==> src/rtl/rgb_pwm_driver.sv <==
// Three-channel PWM output stage with double-buffered duties and an
// enable/drain FSM so the wheel never truncates a period on start or stop.
module rgb_pwm_driver #(
    parameter int PWM_INTERVAL = 1200,
    parameter bit ACTIVE_LOW   = 1'b1,
    parameter int DW           = $clog2(PWM_INTERVAL)
) (
    input  logic          clk,
    input  logic          rst,
    input  logic          enable,
    input  logic [DW-1:0] duty_r,
    input  logic [DW-1:0] duty_g,
    input  logic [DW-1:0] duty_b,
    output logic          led_r,
    output logic          led_g,
    output logic          led_b,
    output logic          period_start,
    output logic          busy
);

    localparam logic [1:0]    ST_IDLE   = 2'd0;
    localparam logic [1:0]    ST_RUN    = 2'd1;
    localparam logic [1:0]    ST_DRAIN  = 2'd2;
    localparam logic [DW-1:0] CNT_LAST  = DW'(PWM_INTERVAL - 1);
    localparam logic [DW-1:0] CNT_ONE   = DW'(1);
    localparam logic [DW:0]   DUTY_FULL = (DW+1)'(PWM_INTERVAL);

    // Shadows carry one extra bit so a full-period duty is representable
    // even when PWM_INTERVAL is a power of two.
    function automatic logic [DW:0] clamp_duty(input logic [DW-1:0] d);
        logic [DW:0] d_ext;
        d_ext = {1'b0, d};
        if (d_ext < DUTY_FULL) begin
            clamp_duty = d_ext;
        end else begin
            clamp_duty = DUTY_FULL;
        end
    endfunction

    logic [1:0]    state_r;
    logic [1:0]    state_nxt_s;
    logic [DW-1:0] cnt_r;
    logic [DW:0]   shadow_red_r;
    logic [DW:0]   shadow_grn_r;
    logic [DW:0]   shadow_blu_r;
    logic          wrap_s;
    logic          active_s;
    logic          load_s;

    assign wrap_s   = (cnt_r == CNT_LAST);
    assign active_s = (state_r != ST_IDLE);
    assign busy     = active_s;
    // Shadows refresh on IDLE->RUN entry and on any wrap that keeps the PWM going.
    assign load_s   = ((state_r == ST_IDLE) && (state_nxt_s == ST_RUN)) ||
                      (active_s && wrap_s && (state_nxt_s != ST_IDLE));

    // Next-state logic for the enable/drain controller.
    always_comb begin
        state_nxt_s = state_r;
        case (state_r)
            ST_IDLE: begin
                if (enable) state_nxt_s = ST_RUN;
                else        state_nxt_s = ST_IDLE;
            end
            ST_RUN: begin
                if (enable) state_nxt_s = ST_RUN;
                else        state_nxt_s = ST_DRAIN;
            end
            ST_DRAIN: begin
                if (enable)      state_nxt_s = ST_RUN;
                else if (wrap_s) state_nxt_s = ST_IDLE;
                else             state_nxt_s = ST_DRAIN;
            end
            default: state_nxt_s = ST_IDLE;
        endcase
    end

    // State register.
    always_ff @(posedge clk or posedge rst) begin
        if (rst) state_r <= ST_IDLE;
        else     state_r <= state_nxt_s;
    end

    // Period counter: held at zero while idle, wraps at the period end.
    always_ff @(posedge clk or posedge rst) begin
        if (rst) begin
            cnt_r <= {DW{1'b0}};
        end else if (!active_s || wrap_s || (state_nxt_s == ST_IDLE)) begin
            cnt_r <= {DW{1'b0}};
        end else begin
            cnt_r <= cnt_r + CNT_ONE;
        end
    end

    // Duty shadow registers.
    always_ff @(posedge clk or posedge rst) begin
        if (rst) begin
            shadow_red_r <= {(DW+1){1'b0}};
            shadow_grn_r <= {(DW+1){1'b0}};
            shadow_blu_r <= {(DW+1){1'b0}};
        end else if (load_s) begin
            shadow_red_r <= clamp_duty(duty_r);
            shadow_grn_r <= clamp_duty(duty_g);
            shadow_blu_r <= clamp_duty(duty_b);
        end else begin
            shadow_red_r <= shadow_red_r;
            shadow_grn_r <= shadow_grn_r;
            shadow_blu_r <= shadow_blu_r;
        end
    end

    // Registered pin drivers and period strobe.
    always_ff @(posedge clk or posedge rst) begin
        if (rst) begin
            led_r        <= ACTIVE_LOW;
            led_g        <= ACTIVE_LOW;
            led_b        <= ACTIVE_LOW;
            period_start <= 1'b0;
        end else begin
            led_r        <= (active_s && ({1'b0, cnt_r} < shadow_red_r)) ^ ACTIVE_LOW;
            led_g        <= (active_s && ({1'b0, cnt_r} < shadow_grn_r)) ^ ACTIVE_LOW;
            led_b        <= (active_s && ({1'b0, cnt_r} < shadow_blu_r)) ^ ACTIVE_LOW;
            period_start <= active_s && (cnt_r == {DW{1'b0}});
        end
    end

endmodule

==> config.mk <==
export PLATFORM = sky130hd
export DESIGN_NAME = rgb_pwm_driver
export DESIGN_NICKNAME = d
export VERILOG_FILES = /design/src/rtl/rgb_pwm_driver.sv
export SDC_FILE = /design/constraint.sdc
export NUM_CORES = 1
export LEC_CHECK = 0
export CAP_MARGIN = 20
export CORE_ASPECT_RATIO = 0.5
export CORE_MARGIN = 2
export CORE_UTILIZATION = 53
export DETAILED_ROUTE_END_ITERATION = 10
export HOLD_SLACK_MARGIN = 0.08
export PLACE_DENSITY = 0.75
export SLEW_MARGIN = 30
export SYNTH_ARGS = -nofsm -noshare
export SYNTH_HDL_FRONTEND = slang
export SYNTH_SLANG_ARGS = --single-unit
==> constraint.sdc <==
create_clock -name clk -period 4.3 [get_ports clk]
set_input_delay 0.86 -clock clk [delete_from_list [all_inputs] [get_ports clk]]
set_output_delay 0.86 -clock clk [all_outputs]
set_load 0.03 [all_outputs]
==> impl_metrics.tcl, run 1 <==
set metrics [dict create \
    yosysSeqAreaShare_pct 42.4 \
    slowest_delay_ns 0.61 \
    clkLatencyLatePin_ns 0.31 \
    coreArea_sq_um 5440 \
    path_cells "nor2_1 > inv_1 > clkdlybuf4s50_1" \
    hold_path_startpoint "shadow_blu_r[10]$_DFFE_PP0P_" \
    critPathRequiredTime_ns 3.44 \
    cts_setup_buffers 0 \
    fmax_mhz 370 \
    grt_max_degree 51 \
    tightestPinTransition_ns 0.679 \
    ys.warnings.count 0 \
    synthDistinctLibCells 32 \
    critical_path.top_delay_family "buffers and inverters" \
    drt_wl_total_mm 6.22 \
    crit_slowest_cell "clkdlybuf4s50_1" \
    crit_path_end_kind "primary output" \
    cp.arrival_ns 1.84 \
    syn_inst 289 \
    pwr-share-seq_pct 49.4 \
    grt_pass1_vias 2227 \
    switching_power_uw 368 \
    ir_drop_v 0.000173 \
    ctsHoldBuffers 0 \
    p_int_uw 804 \
    grt.total_usage_pct 22.0 \
    dp_hpwl_mm 4.59 \
    fillerInstances 473 \
    fin_util_pct 64.2 \
    finalHoldViolCount 0 \
    die-area_sq_um 6240 \
    rsz0062_at_grt "no" \
    dieHeight_um 56.8 \
    drc_errors 0 \
    fin_setup_tns_ns 0 \
    status "finished clean" \
    critPathKind "reg2out" \
    drive_above_1_share_pct 5.74 \
    grt_overflow 0 \
    drt-pass1-iter-count 4 \
    synth_commonest_cells "47 x dfrtp_1, 38 x inv_1, 32 x ha_1" \
    wl_per_cell_um 15.4 \
    yosys_register_bits 50 \
    gp_congestion 0.840 \
    ios 41 \
    maxCapViolCount 0 \
    holdPathEnd "shadow_blu_r[10]$_DFFE_PP0P_" \
    place_area_sq_um 3410 \
    cts_resized 0 \
    fin_nets 399 \
    crit_fanout 6 \
    ff2ff_setup_slack_ns 1.90 \
    clock_sinks 50 \
    portBuffers 40 \
    pwr-share-comb_pct 27.9 \
    grt_pass1_wl_mm 10.5 \
    whs_path_depth 1 \
    fp.dieW_um 110 \
    fin_skew_ns 0.0100 \
    hold_class "reg2reg" \
    syn_area_sq_um 2960 \
    cts_tree "yes" \
    ys.flop_type "dfrtp_1" \
    yosysTopAreaCellShare_pct 39.7 \
    initial_core_util_pct 54.4 \
    antenna_found_initial 0 \
    num_antenna_cells 0 \
    clkPwrFrac_pct 22.7 \
    drtAntennaViolNets 0 \
    num_rows 19 \
    r2r_cells 5 \
    area_growth_pct 18.0 \
    period_share_pct 62.9 \
    path_buf_inv 2 \
    via_per_inst 5.55 \
    yosys.cell_count.top_type "dfrtp_1" \
    synth.area.top_cells "dfrtp_1 40%, ha_1 14%, mux2i_1 9.1%" \
    cts_root_buf "clkbuf_8" \
    switching_share_pct 31.4 \
    htree_levels 2 \
    synth_nets 357 \
    setup_violations 0 \
    vias 2241 \
    worstReg2RegEnd "shadow_grn_r[10]$_DFFE_PP0P_" \
    startpoint_type "flop" \
    fin_crit_ns 2.70 \
    fin_area_sq_um 3490 \
    synthArstFlopShare_pct 100 \
    synth_top_area_cell "dfrtp_1" \
    r2r_start "cnt_r[0]$_DFF_PP0_" \
    synth_area_per_cell_sq_um 10.2 \
    pwr_density_cell_nw_per_um2 335 \
    slew_headroom_pct 54.3 \
    clk_path_buf_depth 2 \
    clk_pin_slew_ns 0.09 \
    p_leak_nw 1.87 \
    numCtsBuffers 5 \
    synth-edff-count 0 \
    first_iter_violations 112 \
    drv_slew 0 \
]
==> routing by layer <==
layer  global-route usage [%]  wire length [um]  vias to the layer above
met5                        0                 0                        -
met3                     3.95               367                        4
met1                     31.6              2880                     1084
met4                     5.79                47                        0
met2                     34.5              2930                       72
li1                         -                 -                     1081
==> placed cells by master (no fill, tap or decap) <==
cell             instances
a211o_1                  7
a211oi_1                 2
a21boi_0                 1
a21o_1                   5
a21oi_1                 14
a41oi_1                  1
and3_1                   5
and4_1                   2
clkbuf_8                 5
clkdlybuf4s50_1         40
clkinv_2                 2
dfrtp_1                 47
dfstp_2                  3
ha_1                    32
inv_1                   37
inv_4                    1
mux2_2                   3
mux2_4                   3
mux2i_1                 27
nand2_1                 24
nand2b_1                10
nand3_1                  7
nand4_1                  8
nor2_1                  14
nor2b_1                  2
nor3_1                   4
nor4_1                   3
nor4_4                   1
nor4b_1                  1
o21ai_0                  8
o22a_4                   1
or2b_1                   1
xnor2_1                  2
xor2_1                   8
==> power groups by stage <==
stage | clock network (mW) | logic [mW] | registers, mW
finish | 0.266 | 0.327 | 0.579
global placement | 0 | 0.308 | 0.586
CTS | 0.270 | 0.330 | 0.580
detailed placement | 0 | 0.328 | 0.589
global route | 0.291 | 0.368 | 0.588
floorplan | 0 | 0.209 | 0.589
==> final cells by class <==
class / instances / area [sq um] / share of cell area (%)
tap: 73 / 91.3 / 2.61
sequential: 50 / 1250 / 35.9
clock inverter: 2 / 10.0 / 0.287
multi-input combinational: 196 / 1520 / 43.6
timing repair buffer: 40 / 400 / 11.5
inverter: 38 / 145 / 4.15
clock buffer: 5 / 68.8 / 1.97
==> through the flow <==
stage | worst slack [ns] | instances | hold WS, ns | power (mW)
6_report | 1.60 | 404 | 0.514 | 1.17
2_1_floorplan | 2.24 | 289 | 0.479 | 0.799
3_3_place_gp | 1.58 | 397 | 0.493 | 0.894
5_1_grt | 1.51 | 404 | 0.538 | 1.25
3_5_place_dp | 1.52 | 397 | 0.495 | 0.917
4_1_cts | 1.61 | 404 | 0.515 | 1.18
==> how the worst max path moves through the flow <==
stage | startpoint | end | slack, ns | cells after the start
2_1_floorplan | rst | cnt_r[0]$_DFF_PP0_ | 2.24 | 1
3_3_place_gp | enable | shadow_grn_r[7]$_DFFE_PP0P_ | 1.58 | 4
3_5_place_dp | enable | shadow_grn_r[7]$_DFFE_PP0P_ | 1.52 | 4
4_1_cts | state_r[0]$_DFF_PP0_ | busy | 1.61 | 3
5_1_grt | state_r[0]$_DFF_PP0_ | busy | 1.51 | 3
6_report | state_r[0]$_DFF_PP0_ | busy | 1.60 | 3
==> worst register-to-register path, delay by kind of cell (launching register included) <==
kind / cells / cell delay, ns
AOI/OAI and AO/OA: 2 / 0.88
DFF: 1 / 0.47
and+or+nand+nor: 1 / 0.26
adders and majority gates: 1 / 0.27
muxes: 1 / 0.42
==> state kept, by name (all words and copies together) (netlist names) <==
register / flops
cnt_r: 11
shadow_blu_r: 11
shadow_grn_r: 11
shadow_red_r: 11
state_r: 2
led_b: 1
led_g: 1
led_r: 1
period_start: 1
==> kinds of logic after synthesis <==
| kind of cell | after synthesis | synth area share [%] |
|---|---|---|
| simple gates | 82 | 14.5 |
| flops | 50 | 42.4 |
| buf+inv | 43 | 6.47 |
| compound gates | 39 | 8.41 |
| mux | 33 | 11.8 |
| fa+ha+maj | 32 | 13.5 |
| xor+xnor | 10 | 2.96 |
No activity file was read; power rests on OpenSTA's default activity.
==> run 2, diff against run 1 <==
CORE_UTILIZATION = 50   (was 53)
PLACE_DENSITY = 0.74   (was 0.75)
clock period = 2.2 ns   (was 4.3 ns; I/O delays follow)
==> run 2 against run 1 <==
Sequential cell count unchanged; clock power rose to 2.9 times the previous value; critical path type is now reg2reg; critical path depth is 3 higher; worst setup slack lost 1.4 ns; global-route usage fell by 0.91 points; count of clock-buffer cells in the layout is 2 higher; utilization rose by 2.1 points; cell area rose by 6.0%; clock skew decreased by 0.0054 ns.
==> impl_metrics.tcl, run 2 (synthesized netlist as in run 1, its figures left out) <==
set metrics [dict create \
    htree_levels 2 \
    via_per_inst 5.35 \
    clkLatencyLatePin_ns 0.28 \
    grt_pass1_vias 2332 \
    fin_nets 414 \
    switching_power_uw 744 \
    dieHeight_um 58.4 \
    drt-pass1-iter-count 4 \
    drive_above_1_share_pct 9.80 \
    num_antenna_cells 0 \
    cp.arrival_ns 2.17 \
    rsz0062_at_grt "no" \
    gp_congestion 0.806 \
    pwr_density_cell_nw_per_um2 698 \
    crit_path_end_kind "flop" \
    critPathRequiredTime_ns 2.37 \
    grt_max_degree 51 \
    clock_sinks 50 \
    cts_setup_buffers 0 \
    fin_crit_ns 2.00 \
    die-area_sq_um 6590 \
    stdcell_count 420 \
    vias 2248 \
    numCtsBuffers 5 \
    area_growth_pct 25.1 \
    first_iter_violations 102 \
    grt.total_usage_pct 21.1 \
    path_cells "ha_1 > and4_1 > a41oi_1 > o22a_2 > buf_12 > mux2_2" \
    crit_fanout 18 \
    num_rows 19 \
    grt_overflow 0 \
    clkPwrFrac_pct 29.9 \
    wl_per_cell_um 14.9 \
    critPathKind "reg2reg" \
    antenna_found_initial 0 \
    fin_setup_tns_ns 0 \
    layout_common_cells "47 x dfrtp_1, 40 x clkdlybuf4s50_1, 37 x inv_1" \
    maxCapViolCount 0 \
    hold_class "in2async" \
    drtAntennaViolNets 0 \
    status "finished clean" \
    whs_ns 0.515 \
    switching_share_pct 28.8 \
    critical_path.top_delay_family "compound AO/OA/AOI/OAI gates" \
    ir_drop_v 0.000348 \
    setup_violations 0 \
    dp_hpwl_mm 4.74 \
    startpoint_type "flop" \
    path_buf_inv 1 \
    layout_commonest_cell "dfrtp_1" \
    dp.cells 412 \
    ctsHoldBuffers 0 \
    clk_pin_slew_ns 0.07 \
    cts_root_buf "clkbuf_16" \
    fmax_mhz 499 \
    grt_pass1_wl_mm 10.9 \
    p_int_mw 1.84 \
    tightestPinTransition_ns 0.357 \
    drv_slew 0 \
    fp.dieW_um 113 \
    crit_slowest_cell "dfrtp_1" \
    cts_tree "yes" \
    pwr-share-comb_pct 27.0 \
    coreArea_sq_um 5590 \
    p_leak_nw 1.99 \
    portBuffers 40 \
    period_share_pct 91.1 \
    slew_headroom_pct 76.2 \
    cts_resized 0 \
    finalHoldViolCount 0 \
    pwr-share-seq_pct 43.0 \
    ios 41 \
    drc_errors 0 \
    fin_util_pct 66.3 \
    drt_wl_total_mm 6.24 \
    clk_path_buf_depth 2 \
    initial_core_util_pct 53.0 \
    slowest_delay_ns 0.38 \
    fin_skew_ns 0.00461 \
    power.total_mw 2.58 \
]
==> run 2: layout make-up <==
class,count,area (sq um)
Clock buffer,7,143
Clock inverter,1,5.00
Fill cell,443,1880
Inverter,38,143
Multi-Input combinational cell,196,1520
Sequential cell,50,1250
Tap cell,73,91.3
Timing Repair Buffer,55,551
==> run 2: worst reg2reg max path: stages (launching register included) <==
cell,delay [ns]
dfrtp_1,0.38
ha_1,0.24
and4_1,0.25
a41oi_1,0.25
o22a_2,0.24
buf_12,0.19
mux2_2,0.35
==> run 2: worst paths after layout <==
path,start,endpoint,slack (ns),depth (start not counted)
min in group clk,shadow_blu_r[10]$_DFFE_PP0P_,shadow_blu_r[10]$_DFFE_PP0P_,0.52,1
max in group asynchronous,rst,led_b$_DFF_PP1_,1.40,3
max reg2reg,cnt_r[0]$_DFF_PP0_,shadow_blu_r[10]$_DFFE_PP0P_,0.20,6
min reg2reg,shadow_blu_r[10]$_DFFE_PP0P_,shadow_blu_r[10]$_DFFE_PP0P_,0.52,1
min,rst,period_start$_DFF_PP0_,0.51,3
max,cnt_r[0]$_DFF_PP0_,shadow_blu_r[10]$_DFFE_PP0P_,0.20,6
==> run 2: routing by layer <==
layer | track usage [%] | up-vias | part of all wire (%)
li1 | - | 1116 | -
met1 | 29.5 | 1080 | 48
met2 | 34.6 | 46 | 46
met3 | 4.33 | 6 | 5.0
met4 | 5.05 | 0 | 0.99
met5 | 0 | - | 0
==> run 2: metrics by stage <==
| step | setup slack (ns) | cell area [sq um] |
|---|---|---|
| after floorplan | 0.238 | 2960 |
| after global placement | 0.246 | 3550 |
| after detailed placement | 0.209 | 3550 |
| after CTS | 0.199 | 3700 |
| after global routing | 0.0965 | 3700 |
| final | 0.196 | 3700 |
==> run 2: power by group through the flow <==
stage / Combinational [mW] / Clock [mW] / Sequential (mW)
global route: 0.795 / 0.832 / 1.13
floorplan: 0.409 / 0 / 1.15
detailed placement: 0.699 / 0 / 1.13
global placement: 0.665 / 0 / 1.12
finish: 0.699 / 0.774 / 1.11
CTS: 0.705 / 0.785 / 1.11
==> run 3, diff against run 2 <==
CORE_ASPECT_RATIO = 0.8   (was 0.5)
==> run 3 against run 2 <==
Combinational power decreased by 0.7%; count of clock-buffer cells in the layout is 2 lower; routed wire length shrank 2.5%; register-to-register slack worse by 0.04 ns; cell count is 2.9% higher.
==> impl_metrics.tcl, run 3 (synthesized netlist as in run 1, its figures left out) <==
set metrics [dict create \
    critPathRequiredTime_ns 2.41 \
    met2_usage_pct 35.4 \
    ctsHoldBuffers 0 \
    startpoint_type "flop" \
    fin_nets 419 \
    dp_hpwl_mm 4.72 \
    rsz0062_at_grt "no" \
    multi_input_area_sq_um 1520 \
    num_antenna_cells 0 \
    p_int_mw 1.60 \
    layout_commonest_cell "dfrtp_1" \
    cts_root_buf "clkbuf_8" \
    tightestPinTransition_ns 0.451 \
    status "finished clean" \
    cts_tree "yes" \
    clk_pin_slew_ns 0.09 \
    cp.arrival_ns 2.26 \
    grt_pass1_vias 2336 \
    register_area_sq_um 1250 \
    finalHoldViolCount 0 \
    r2r_start "cnt_r[0]$_DFF_PP0_" \
    fmax_mhz 489 \
    fin_crit_ns 2.05 \
    coreArea_sq_um 5820 \
    first_iter_violations 68 \
    fillerInstances 499 \
    p_leak_nw 1.98 \
    htree_levels 2 \
    setup_violations 0 \
    die-area_sq_um 6560 \
    wl_per_cell_um 14.1 \
    crit_fanout 13 \
    period_share_pct 93.0 \
    initial_core_util_pct 50.9 \
    switching_share_pct 30.7 \
    place_area_sq_um 3580 \
    drc_errors 0 \
    clock_sinks 50 \
    layout_common_cells "47 x dfrtp_1, 40 x clkdlybuf4s50_1, 37 x inv_1" \
    numCtsBuffers 5 \
    ios 41 \
    vias 2249 \
    grt_use_met1_pct 26.8 \
    pwr-share-seq_pct 48.1 \
    drtAntennaViolNets 0 \
    portBuffers 40 \
    drive_above_1_share_pct 11.1 \
    fin_util_pct 63.0 \
    slew_headroom_pct 69.9 \
    grt_overflow 0 \
    hold_class "in2async" \
    grt_max_degree 22 \
    clkLatencyLatePin_ns 0.30 \
    switching_power_uw 709 \
    maxCapViolCount 0 \
    fin_setup_tns_ns 0 \
    grt_pass1_wl_mm 10.8 \
    timing.final.ws_setup_ns 0.154 \
    pre_cts_ws_ns 0.101 \
    clk_path_buf_depth 2 \
    pwr-share-comb_pct 30.0 \
    grt.total_usage_pct 20.4 \
    ir_drop_v 0.000402 \
    gp_congestion 0.783 \
    grtUsageMet3_pct 4.24 \
    via_per_inst 5.21 \
    busiest_layer "met2" \
    crit_path_end_kind "flop" \
    area_growth_pct 23.8 \
    pwr_density_cell_nw_per_um2 631 \
    fp.dieW_um 90.0 \
    startpoint "cnt_r[0]$_DFF_PP0_" \
    drt-pass1-iter-count 5 \
    antenna_found_initial 0 \
    dieHeight_um 72.8 \
    clkPwrFrac_pct 21.9 \
    drv_slew 0 \
    critPathKind "reg2reg" \
    fin_area_sq_um 3660 \
    drt_wl_total_mm 6.08 \
    fin_skew_ns 0.00752 \
    num_rows 25 \
]
==> run 3: per-stage QoR <==
| stage | total power [mW] | hold slack (ns) | cells |
|---|---|---|---|
| 2_1_floorplan | 1.56 | 0.479 | 289 |
| 3_3_place_gp | 1.78 | 0.492 | 425 |
| 3_5_place_dp | 1.82 | 0.497 | 425 |
| 6_report | 2.31 | 0.468 | 432 |
| 4_1_cts | 2.34 | 0.481 | 432 |
| 5_1_grt | 2.47 | 0.498 | 432 |
==> run 3: path summary, 6_finish.rpt <==
path / to / slack (ns) / depth (start not counted)
max in group asynchronous: cnt_r[5]$_DFF_PP0_ / 1.18 / 3
min: shadow_blu_r[6]$_DFFE_PP0P_ / 0.47 / 2
min in group clk: shadow_blu_r[10]$_DFFE_PP0P_ / 0.51 / 1
max: shadow_red_r[1]$_DFFE_PP0P_ / 0.15 / 6
min reg2reg: shadow_blu_r[10]$_DFFE_PP0P_ / 0.51 / 1
max reg2reg: shadow_red_r[1]$_DFFE_PP0P_ / 0.15 / 6
==> run 3: power groups by stage <==
| stage | registers [mW] | logic [mW] | clock network (mW) |
|---|---|---|---|
| global route | 1.13 | 0.788 | 0.555 |
| CTS | 1.11 | 0.699 | 0.526 |
| global placement | 1.12 | 0.661 | 0 |
| floorplan | 1.15 | 0.409 | 0 |
| detailed placement | 1.13 | 0.696 | 0 |
| finish | 1.11 | 0.694 | 0.505 |
==> run 3: area by class of cell <==
class,instances,area share (%)
Clock inverter,2,0.273
Inverter,38,3.89
Clock buffer,5,1.88
Multi-Input combinational cell,196,41.6
Sequential cell,50,34.3
Timing Repair Buffer,60,15.4
Tap cell,81,2.77
==> run 3: what timing repair did <==
action / in CTS / in global routing
hold endpoints to repair: 0 / 0
setup buffers: 0 / 0
gates resized for setup: 0 / 1
endpoints found under the setup margin: 0 / 12
==> run 3: metal layers <==
metal	wire, um	part of all wire [%]
met1	2960	49
met3	243	4.0
met5	0	0
met4	64	1.1
met2	2810	46
==> run 3: worst max-delay path, cell delays in order (launching register included) <==
cell     delay (ns)
dfrtp_1        0.39
ha_1           0.24
and4_1         0.25
a41oi_1        0.30
o22a_4         0.32
buf_4          0.23
mux2i_1        0.23
